File: config.mk
export PLATFORM = sky130hd
export DESIGN_NAME = spi_slave_io_modes
export DESIGN_NICKNAME = d
export VERILOG_FILES = /design/src/rtl/spi_slave_io_modes.sv
export SDC_FILE = /design/constraint.sdc
export NUM_CORES = 1
export LEC_CHECK = 0
export ABC_CLOCK_PERIOD_IN_PS = 3000
export CAP_MARGIN = 20
export CORE_ASPECT_RATIO = 0.9
export CORE_MARGIN = 4
export CORE_UTILIZATION = 55
export CTS_BUF_LIST = sky130_fd_sc_hd__clkbuf_8
export CTS_CLUSTER_SIZE = 16
export DETAILED_ROUTE_END_ITERATION = 10
export PLACE_DENSITY_LB_ADDON = 0.08
export SYNTH_ARGS = -nofsm -noshare
export SYNTH_HDL_FRONTEND = slang
export SYNTH_SLANG_ARGS = --single-unit
File: constraint.sdc
create_clock -name ss -period 3 [get_ports ss]
set_clock_uncertainty 0.1 [all_clocks]
set_input_delay 0.6 -clock ss [delete_from_list [all_inputs] [get_ports ss]]
set_output_delay 0.6 -clock ss [all_outputs]
set_load 0.01 [all_outputs]
File: src/rtl/spi_slave_io_modes.sv
// SPI register-access slave: a command word (2-bit opcode + start address) followed by data words, SPI modes 0-3.
// Optional feature: define SPI_SLAVE_BURST_EN to auto-increment reg_addr after every completed data word.
module spi_slave_io_modes #(
    parameter int AW = 6,
    parameter int DW = 8
) (
    input  logic          sclk,
    input  logic          nreset,
    input  logic          ss,
    input  logic          mosi,
    output logic          miso,
    output logic          miso_oe,
    input  logic          spi_en,
    input  logic          cpol,
    input  logic          cpha,
    input  logic          lsbfirst,
    output logic [AW-1:0] reg_addr,
    output logic          reg_write,
    output logic          reg_read,
    output logic [DW-1:0] reg_wdata,
    input  logic [DW-1:0] reg_rdata,
    output logic [7:0]    word_count
);
    localparam int CW   = AW + 2;
    localparam int MAXW = (CW > DW) ? CW : DW;
    localparam int BW   = $clog2(MAXW);
    localparam logic [BW-1:0] CMD_LAST  = BW'(CW - 1);
    localparam logic [BW-1:0] DATA_LAST = BW'(DW - 1);
    localparam logic [1:0] OP_WRITE = 2'b00;
    localparam logic [1:0] OP_READ  = 2'b10;

    typedef enum logic [1:0] {IDLE, CMD, DATA} state_t;

    // Sample edge is always posedge clk_s, launch edge is always negedge clk_s.
    logic clk_s;
    logic arst_n;

    state_t        state_q, state_d;
    logic [BW-1:0] bit_cnt_q, bit_cnt_d;
    logic [CW-1:0] cmd_q, cmd_d, cmd_full;
    logic [DW-1:0] rx_q, rx_d, rx_full;
    logic [1:0]    op_q, op_d;
    logic [AW-1:0] addr_q, addr_d;
    logic [7:0]    wcnt_q, wcnt_d;
    logic          load_q, load_d;
    logic [DW-1:0] tx_q, tx_d;
    logic          armed_q;
    logic          cmd_done, word_done;

    assign clk_s  = sclk ^ cpol ^ cpha;
    assign arst_n = nreset & ~ss;

    always_comb begin
        cmd_full  = lsbfirst ? {mosi, cmd_q[CW-1:1]} : {cmd_q[CW-2:0], mosi};
        rx_full   = lsbfirst ? {mosi, rx_q[DW-1:1]}  : {rx_q[DW-2:0], mosi};
        cmd_done  = (state_q == CMD)  && (bit_cnt_q == CMD_LAST);
        word_done = (state_q == DATA) && (bit_cnt_q == DATA_LAST);

        reg_write = spi_en && word_done && (op_q == OP_WRITE);
        reg_read  = spi_en && ((cmd_done && (cmd_full[CW-1:CW-2] == OP_READ)) ||
                               (word_done && (op_q == OP_READ)));
        reg_wdata = rx_full;

        // A read strobe must already present the address being fetched, before addr_q catches up.
        reg_addr = addr_q;
        if (cmd_done) begin
            reg_addr = cmd_full[AW-1:0];
        end
`ifdef SPI_SLAVE_BURST_EN
        else if (word_done && (op_q == OP_READ)) begin
            reg_addr = addr_q + AW'(1);
        end
`endif
    end

    always_comb begin
        state_d   = state_q;
        bit_cnt_d = bit_cnt_q;
        cmd_d     = cmd_q;
        rx_d      = rx_q;
        op_d      = op_q;
        addr_d    = addr_q;
        wcnt_d    = wcnt_q;
        load_d    = reg_read;
        unique case (state_q)
            IDLE: begin
                // The entry edge already captures command bit 0.
                if (spi_en && armed_q) begin
                    state_d   = CMD;
                    cmd_d     = cmd_full;
                    bit_cnt_d = BW'(1);
                end
            end
            CMD: begin
                cmd_d = cmd_full;
                if (cmd_done) begin
                    state_d   = DATA;
                    bit_cnt_d = '0;
                    op_d      = cmd_full[CW-1:CW-2];
                    addr_d    = cmd_full[AW-1:0];
                end else begin
                    bit_cnt_d = bit_cnt_q + BW'(1);
                end
            end
            DATA: begin
                rx_d = rx_full;
                if (word_done) begin
                    bit_cnt_d = '0;
                    wcnt_d    = (wcnt_q == 8'hFF) ? wcnt_q : wcnt_q + 8'd1;
`ifdef SPI_SLAVE_BURST_EN
                    addr_d    = addr_q + AW'(1);
`endif
                end else begin
                    bit_cnt_d = bit_cnt_q + BW'(1);
                end
            end
            default: state_d = IDLE;
        endcase
    end

    always_ff @(posedge clk_s or negedge arst_n) begin
        if (!arst_n) begin
            state_q   <= IDLE;
            bit_cnt_q <= '0;
            cmd_q     <= '0;
            rx_q      <= '0;
            op_q      <= '0;
            wcnt_q    <= '0;
            load_q    <= 1'b0;
        end else begin
            state_q   <= state_d;
            bit_cnt_q <= bit_cnt_d;
            cmd_q     <= cmd_d;
            rx_q      <= rx_d;
            op_q      <= op_d;
            wcnt_q    <= wcnt_d;
            load_q    <= load_d;
        end
    end

    // The address survives ss rising so the last accessed register stays visible.
    always_ff @(posedge clk_s or negedge nreset) begin
        if (!nreset) begin
            addr_q <= '0;
        end else begin
            addr_q <= addr_d;
        end
    end

    always_comb begin
        if (load_q) begin
            tx_d = reg_rdata;
        end else if (lsbfirst) begin
            tx_d = tx_q >> 1;
        end else begin
            tx_d = tx_q << 1;
        end
    end

    always_ff @(negedge clk_s or negedge nreset) begin
        if (!nreset) begin
            tx_q <= '0;
        end else begin
            tx_q <= tx_d;
        end
    end

    // After a reset, only a fresh ss falling edge re-enables the slave.
    always_ff @(negedge ss or negedge nreset) begin
        if (!nreset) begin
            armed_q <= 1'b0;
        end else begin
            armed_q <= 1'b1;
        end
    end

    assign miso       = lsbfirst ? tx_q[0] : tx_q[DW-1];
    assign miso_oe    = ~ss & spi_en & (state_q == DATA) & (op_q == OP_READ);
    assign word_count = wcnt_q;

endmodule

# After elaboration in Yosys (flattened, before gate mapping)
# Index checks and enable logic that the tools add are counted.
# totals
regBits	47
input_bits	16
out_inout_bits	26
word_cells	62
# op_classes
n_addsub	2
n_eq_ne	8
n_mux	15
bitwise_logic	9
n_reduce_logical	18
# op_table
cell	n
8-bit two-way mux	5
8-bit one-hot mux with 2 select lines	1
3-bit two-way mux	3
3-bit one-hot mux with 3 select lines	1
8-bit by 1-bit adder with 8-bit output (second input constant)	1
8-bit equality test (second input constant)	1
1-bit logical AND	8
2-bit equality test (second input constant)	3
6-bit two-way mux	1
2-bit one-hot mux with 3 select lines	1
2-bit AND reduction	3
3-bit AND reduction	2
1-bit AND	4
2-bit zero test	2
2-bit two-way mux	2
2-bit != test (second input constant)	2
3-bit by 1-bit adder with 3-bit output (second input constant)	1
3-bit equality test (second input constant)	1
1-bit NOT	3
3-bit nonzero test	1
2-bit by 1-bit equality test with 1-bit output (second input constant)	1
2-bit nonzero test	1
1-bit bitwise XOR	2
1-bit logical OR	1
1-bit two-way mux	1

# Longest topological paths before layout
# Gate-level depths: netlist (run 1).
# logic_depth
word_depth	5
mapped_depth	6
depth_no_buf	6

==> results.py, run 1 <==
metrics = {
    "status": {
        "status": "finished clean",
    },
    "synthesis": {
        "avgSynthCellArea_um2": 11.07,
        "yosysSeqAreaShare": 0.5106,
        "synth-edff-count": 0,
        "yosysWarnings": 0,
        "synth_top_area_share": 0.4128,
        "synthFlopType": "dfrtp_1",
        "ys_ff_latch": 47,
        "synth_cells": 208,
        "ys_types": 38,
        "synth_nets": 231,
        "synth.top_cells.by_area": "dfrtp_1 41%, dfrtn_1 9.8%, mux2_2 9.3%",
        "netlist_area_mm2": 0.002303,
        "async_flop_share": 1.000,
        "yosysTopAreaCell": "dfrtp_1",
    },
    "timing": {
        "max_slew_margin": 0.3336,
        "hold_violations": 0,
        "fin_tns_setup_ns": 0,
        "worstMarginPinSlew_ns": 0.9991,
        "untimed_endpoints": 54,
        "unclocked_regs": 46,
        "slew_viol_final": 0,
        "setup-violations-final": 0,
        "rsz0062_at_grt": "false",
        "min_period_over_period": 0.9601,
        "period_minus_slack_ns": 2.880,
        "clock.fmax_mhz": 348.2,
        "fin_ws_ns": 0.1196,
    },
    "clock_tree": {
        "cts_tree": "built",
        "hold_buffers": 0,
        "cts_setup_buffers": 0,
    },
    "floorplanning": {
        "pin_count": 42,
        "die_w_um": 76.22,
        "dieArea_mm2": 0.005289,
        "coreArea_mm2": 0.004046,
        "rows": 22,
        "start_util": 0.5693,
        "die_h_um": 69.40,
    },
    "run": {
        "maxCapViolCount": 0,
    },
    "pwr": {
        "p_leak_nw": 1.416,
        "p_seq_frac": 0.151,
        "power.total_mw": 0.7832,
        "ir_worst_vdd_uv": 260.9,
        "power_switching_share": 0.3437,
        "power_density_mw_per_mm2": 257.8,
        "p_int_mw": 0.5140,
        "p_comb_frac": 0.194,
        "netSwitchingPower_mw": 0.2692,
        "power.share.clock": 0.655,
    },
    "global_route": {
        "grt_pass1_vias": 1862,
        "globalRouteOverflowTotal": 0,
        "grt_max_degree": 47,
        "grt_first_pass_wirelength_um": 8100,
        "antenna_found_initial": 0,
        "track_usage": 0.1949,
    },
    "drt": {
        "route.detailed.drc": 0,
        "avgRoutedWirePerCell_um": 14.42,
        "drt-total-wl_um": 4558,
        "vias": 1714,
        "detail-route-antenna-nets": 0,
        "first_iter_violations": 84,
        "dr.pass1.iters": 4,
        "via_per_inst": 5.424,
    },
    "finish": {
        "final_common_cell": "clkdlybuf4s50_1",
        "drive_gt1_frac": 0.1978,
        "nets": 289,
        "area_growth_syn_to_layout_pct": 31.88,
        "utilization": 0.7508,
        "diodes": 0,
        "final_cell_mix": "39 x clkdlybuf4s50_1, 38 x dfrtp_1, 19 x mux2i_1, 19 x nand2_1, 19 x mux2_2",
        "fin_cells": 316,
    },
    "worst_setup_path": {
        "cp-startpoint": "ss",
        "cp_data_required_time_ns": 2.30,
        "startpoint_type": "clock port",
        "crit_type": "clk2out",
        "cp.arrival_ns": 2.18,
        "worstSetupEndpointType": "primary output",
        "path_max_fanout": 2,
    },
    "worst_hold_path": {
        "min_path_type": "clk2out",
        "min-delay-start": "ss",
    },
    "placement": {
        "gp_congestion": 0.7761,
        "portBuffers": 41,
        "dp_hpwl_um": 3245,
        "dp_slack_ns": -0.09296,
        "dp.cells": 300,
    },
}
layer usage:
layer / track usage / vias to the layer above / part of all wire
met5: 0 / - / 0
met4: 0.1495 / 0 / 0.013
met3: 0.1130 / 8 / 0.061
met2: 0.2719 / 56 / 0.48
met1: 0.2162 / 813 / 0.44
li1: - / 837 / -
sequential cells by signal, summed over array words and instances (netlist names):
signal / cells
tx_q: 8
addr_q: 6
load_q: 1
rx_q: 8
cmd_q: 8
armed_q: 1
word_count: 8
op_q: 2
state_q: 2
bit_cnt_q: 3
what timing repair did:
item	in CTS	in global routing
pin swaps	1	1
endpoints found under the setup margin	15	1
resized for setup	9	0
critical path, cell delays in order:
cell and delay [ns]:
clkbuf_8 0.11, clkbuf_8 0.13, clkbuf_8 0.12, nor3b_2 0.17
buf_2 0.15
metrics by stage:
stage          hold slack (ns)  cell area [um2]
2_1_floorplan           0.5503             2303
3_3_place_gp            0.9822             2811
3_5_place_dp            0.9822             2811
4_1_cts                  1.124             3052
5_1_grt                  1.035             3038
6_report                0.9867             3038
power groups by stage:
| stage | Sequential [mW] | Clock (mW) | Combinational [mW] |
|---|---|---|---|
| 6_report | 0.118 | 0.513 | 0.152 |
| 5_1_grt | 0.119 | 0.578 | 0.167 |
| 2_1_floorplan | 0.120 | 0.0685 | 0.0869 |
| 4_1_cts | 0.118 | 0.582 | 0.155 |
| 3_5_place_dp | 0.119 | 0.0685 | 0.152 |
| 3_3_place_gp | 0.119 | 0.0685 | 0.150 |
cells by family after synthesis:
kind of cell / synth area share
adder cells (fa/ha/maj): 0.03802
AO/OA/AOI/OAI: 0.09941
multiplexers: 0.1803
flip-flops: 0.5106
other: 0.001628
buffers and inverters: 0.04073
AND/OR/NAND/NOR: 0.1027
XOR/XNOR: 0.02662
area by class of cell:
class                      count  area [um2]
tap                           48       60.06
clock inverter                 4       51.30
timing repair buffer          50       478.0
clock buffer                  13       170.2
fill                         315        1008
multi-input combinational    141        1054
inverter                      13       48.80
sequential                    47        1176
Yosys cell counts (2+ instances only):
cell	n
nand2b_1	2
buf_2	3
mux2_2	19
buf_4	2
nand3_1	5
nor2_1	11
a21oi_1	17
a22o_1	2
mux2i_1	19
dfrtn_1	9
ha_1	7
nand2_1	19
o21ai_0	11
xnor2_1	7
inv_1	13
dfrtp_1	38
nand4_1	2
a31oi_1	2
worst paths after layout:
path / end / slack, ns / cells after the start
min in group asynchronous: armed_q$_DFF_NN0_ / 1.71 / 1
max in group asynchronous: armed_q$_DFF_NN0_ / 0.93 / 1
worst max-delay path: miso_oe / 0.12 / 5
worst min-delay path: miso_oe / 0.99 / 5
(Power assumes the default switching activity.)
==> run 2, diff against run 1 <==
- GPL_TIMING_DRIVEN: default -> 1
==> results of run 2 <==
Final layout, timing and power as in run 1 (identical DEF).
==> run 3, diff against run 2 <==
- ABC_CLOCK_PERIOD_IN_PS: 3000 -> 2400
- CORE_UTILIZATION: 55 -> 49
- clock period: 3 -> 2.4 ns (I/O delays scaled with it)
==> run 3 against run 2 <==
Effect of this change: combinational power up 31%; final area is 1.7% higher; die area is 11% higher; setup slack worse by 0.069 ns; largest cell class unchanged; highest routed layer unchanged.
==> results.py, run 3 (synthesis results as in run 1) <==
metrics = {
    "global_route": {
        "track_usage": 0.1748,
        "grt_first_pass_wirelength_um": 7776,
        "grt_max_degree": 47,
        "grt_pass1_vias": 1821,
        "globalRouteOverflowTotal": 0,
        "antenna_found_initial": 0,
    },
    "pwr": {
        "power.total_mw": 0.9418,
        "p_leak_nw": 1.426,
        "p_comb_frac": 0.211,
        "power_density_mw_per_mm2": 304.9,
        "p_int_mw": 0.6143,
        "p_seq_frac": 0.157,
        "netSwitchingPower_mw": 0.3274,
        "power.share.clock": 0.631,
        "ir_worst_vdd_uv": 266.3,
        "power_switching_share": 0.3477,
    },
    "floorplanning": {
        "pin_count": 42,
        "die_w_um": 80.27,
        "dieArea_mm2": 0.005863,
        "die_h_um": 73.05,
        "rows": 23,
        "coreArea_mm2": 0.004489,
        "start_util": 0.5131,
    },
    "placement": {
        "gp_congestion": 0.7536,
        "dpl_cell_area_mm2": 0.002829,
        "dp_hpwl_um": 3254,
        "portBuffers": 41,
    },
    "finish": {
        "area_growth_syn_to_layout_pct": 34.11,
        "drive_gt1_frac": 0.2325,
        "nFillCells": 364,
        "fin_area_mm2": 0.003089,
        "regArea_mm2": 0.001176,
        "nets": 292,
        "multi_input_area_mm2": 0.001075,
        "diodes": 0,
        "final_common_cell": "dfrtp_1",
        "final_cell_mix": "38 x dfrtp_1, 30 x clkdlybuf4s50_1, 19 x nand2_1, 19 x mux2_2, 17 x a21oi_1",
    },
    "clock_tree": {
        "hold_buffers": 0,
        "cts_tree": "built",
    },
    "drt": {
        "vias": 1699,
        "avgRoutedWirePerCell_um": 13.51,
        "via_per_inst": 5.102,
        "drt-total-wl_um": 4499,
        "dr.pass1.iters": 5,
        "first_iter_violations": 59,
        "route.detailed.drc": 0,
        "detail-route-antenna-nets": 0,
    },
    "worst_setup_path": {
        "startpoint_type": "clock port",
        "cp_data_required_time_ns": 1.82,
        "path_max_fanout": 2,
        "crit_type": "clk2out",
        "cp.arrival_ns": 1.77,
        "worstSetupEndpointType": "primary output",
    },
    "timing": {
        "unclocked_regs": 46,
        "hold_slack_ns": 0.7610,
        "slew_viol_final": 0,
        "setup-violations-final": 0,
        "untimed_endpoints": 54,
        "worstMarginPinSlew_ns": 1.079,
        "rsz0062_at_grt": "false",
        "min_period_over_period": 0.9789,
        "hold_violations": 0,
        "period_minus_slack_ns": 2.349,
        "clock.fmax_mhz": 428.4,
        "max_slew_margin": 0.2806,
    },
    "status": {
        "status": "finished clean",
    },
    "worst_hold_path": {
        "holdPathStages": 4,
        "min_path_type": "clk2out",
    },
    "run": {
        "maxCapViolCount": 0,
    },
}
[run 3: changes by cell type in the layout (fill, tap and decap cells not counted), sizes merged]
| cell | change |
|---|---|
| dlygate4sd2 | +7 |
| clkdlybuf4s50 | -9 |
| clkdlybuf4s15 | +1 |
| buf | +4 |
[run 3: through the flow]
stage / util / setup TNS (ns) / setup WS (ns) / std cells
floorplan: - / 0 / 0.2994 / 208
global placement: 0.6302 / -6.307 / -0.3923 / 314
detailed placement: 0.6302 / -6.679 / -0.4203 / 314
CTS: 0.6873 / -0.1947 / -0.1947 / 331
global route: 0.6881 / 0 / 0.004363 / 333
finish: 0.6881 / 0 / 0.05071 / 333
[run 3: final timing paths]
kind                       startpoint           endpoint  slack, ns
worst max-delay path               ss            miso_oe       0.05
worst min-delay path               ss            miso_oe       0.76
max in group asynchronous      nreset  armed_q$_DFF_NN0_       0.73
min in group asynchronous      nreset  armed_q$_DFF_NN0_       1.30
[run 3: cell type report]
cell class / count / area share
flip-flops and latches: 47 / 0.3807
multi-input cells: 141 / 0.3479
repair buffers: 54 / 0.1632
clock buffers: 12 / 0.05063
well taps: 62 / 0.02511
clock inverters: 4 / 0.01661
inverters: 13 / 0.01580
[run 3: routing by layer]
layer	routed length, um	global-route usage	vias up
met3	183	0.08519	11
met5	0	0	-
met1	2151	0.2062	802
met4	81	0.1144	0
met2	2082	0.2528	45
li1	-	-	841
[run 3: power by group through the flow]
stage          logic [mW]  clock network, mW  registers [mW]
4_1_cts             0.198              0.715           0.148
3_3_place_gp        0.189             0.0856           0.149
6_report            0.199              0.595           0.148
3_5_place_dp        0.192             0.0856           0.149
2_1_floorplan       0.109             0.0856           0.149
5_1_grt             0.221              0.665           0.150
[run 3: worst max-delay path, stage by stage]
cell      delay (ns)
clkbuf_8        0.12
clkbuf_8        0.12
nor3b_2         0.17
buf_2           0.15
[run 3: timing repair]
item                                    in CTS  in global routing
gates resized for setup                     26                  3
pin swaps                                    1                  2
setup buffers                                0                  4
endpoints found under the setup margin      19                  8
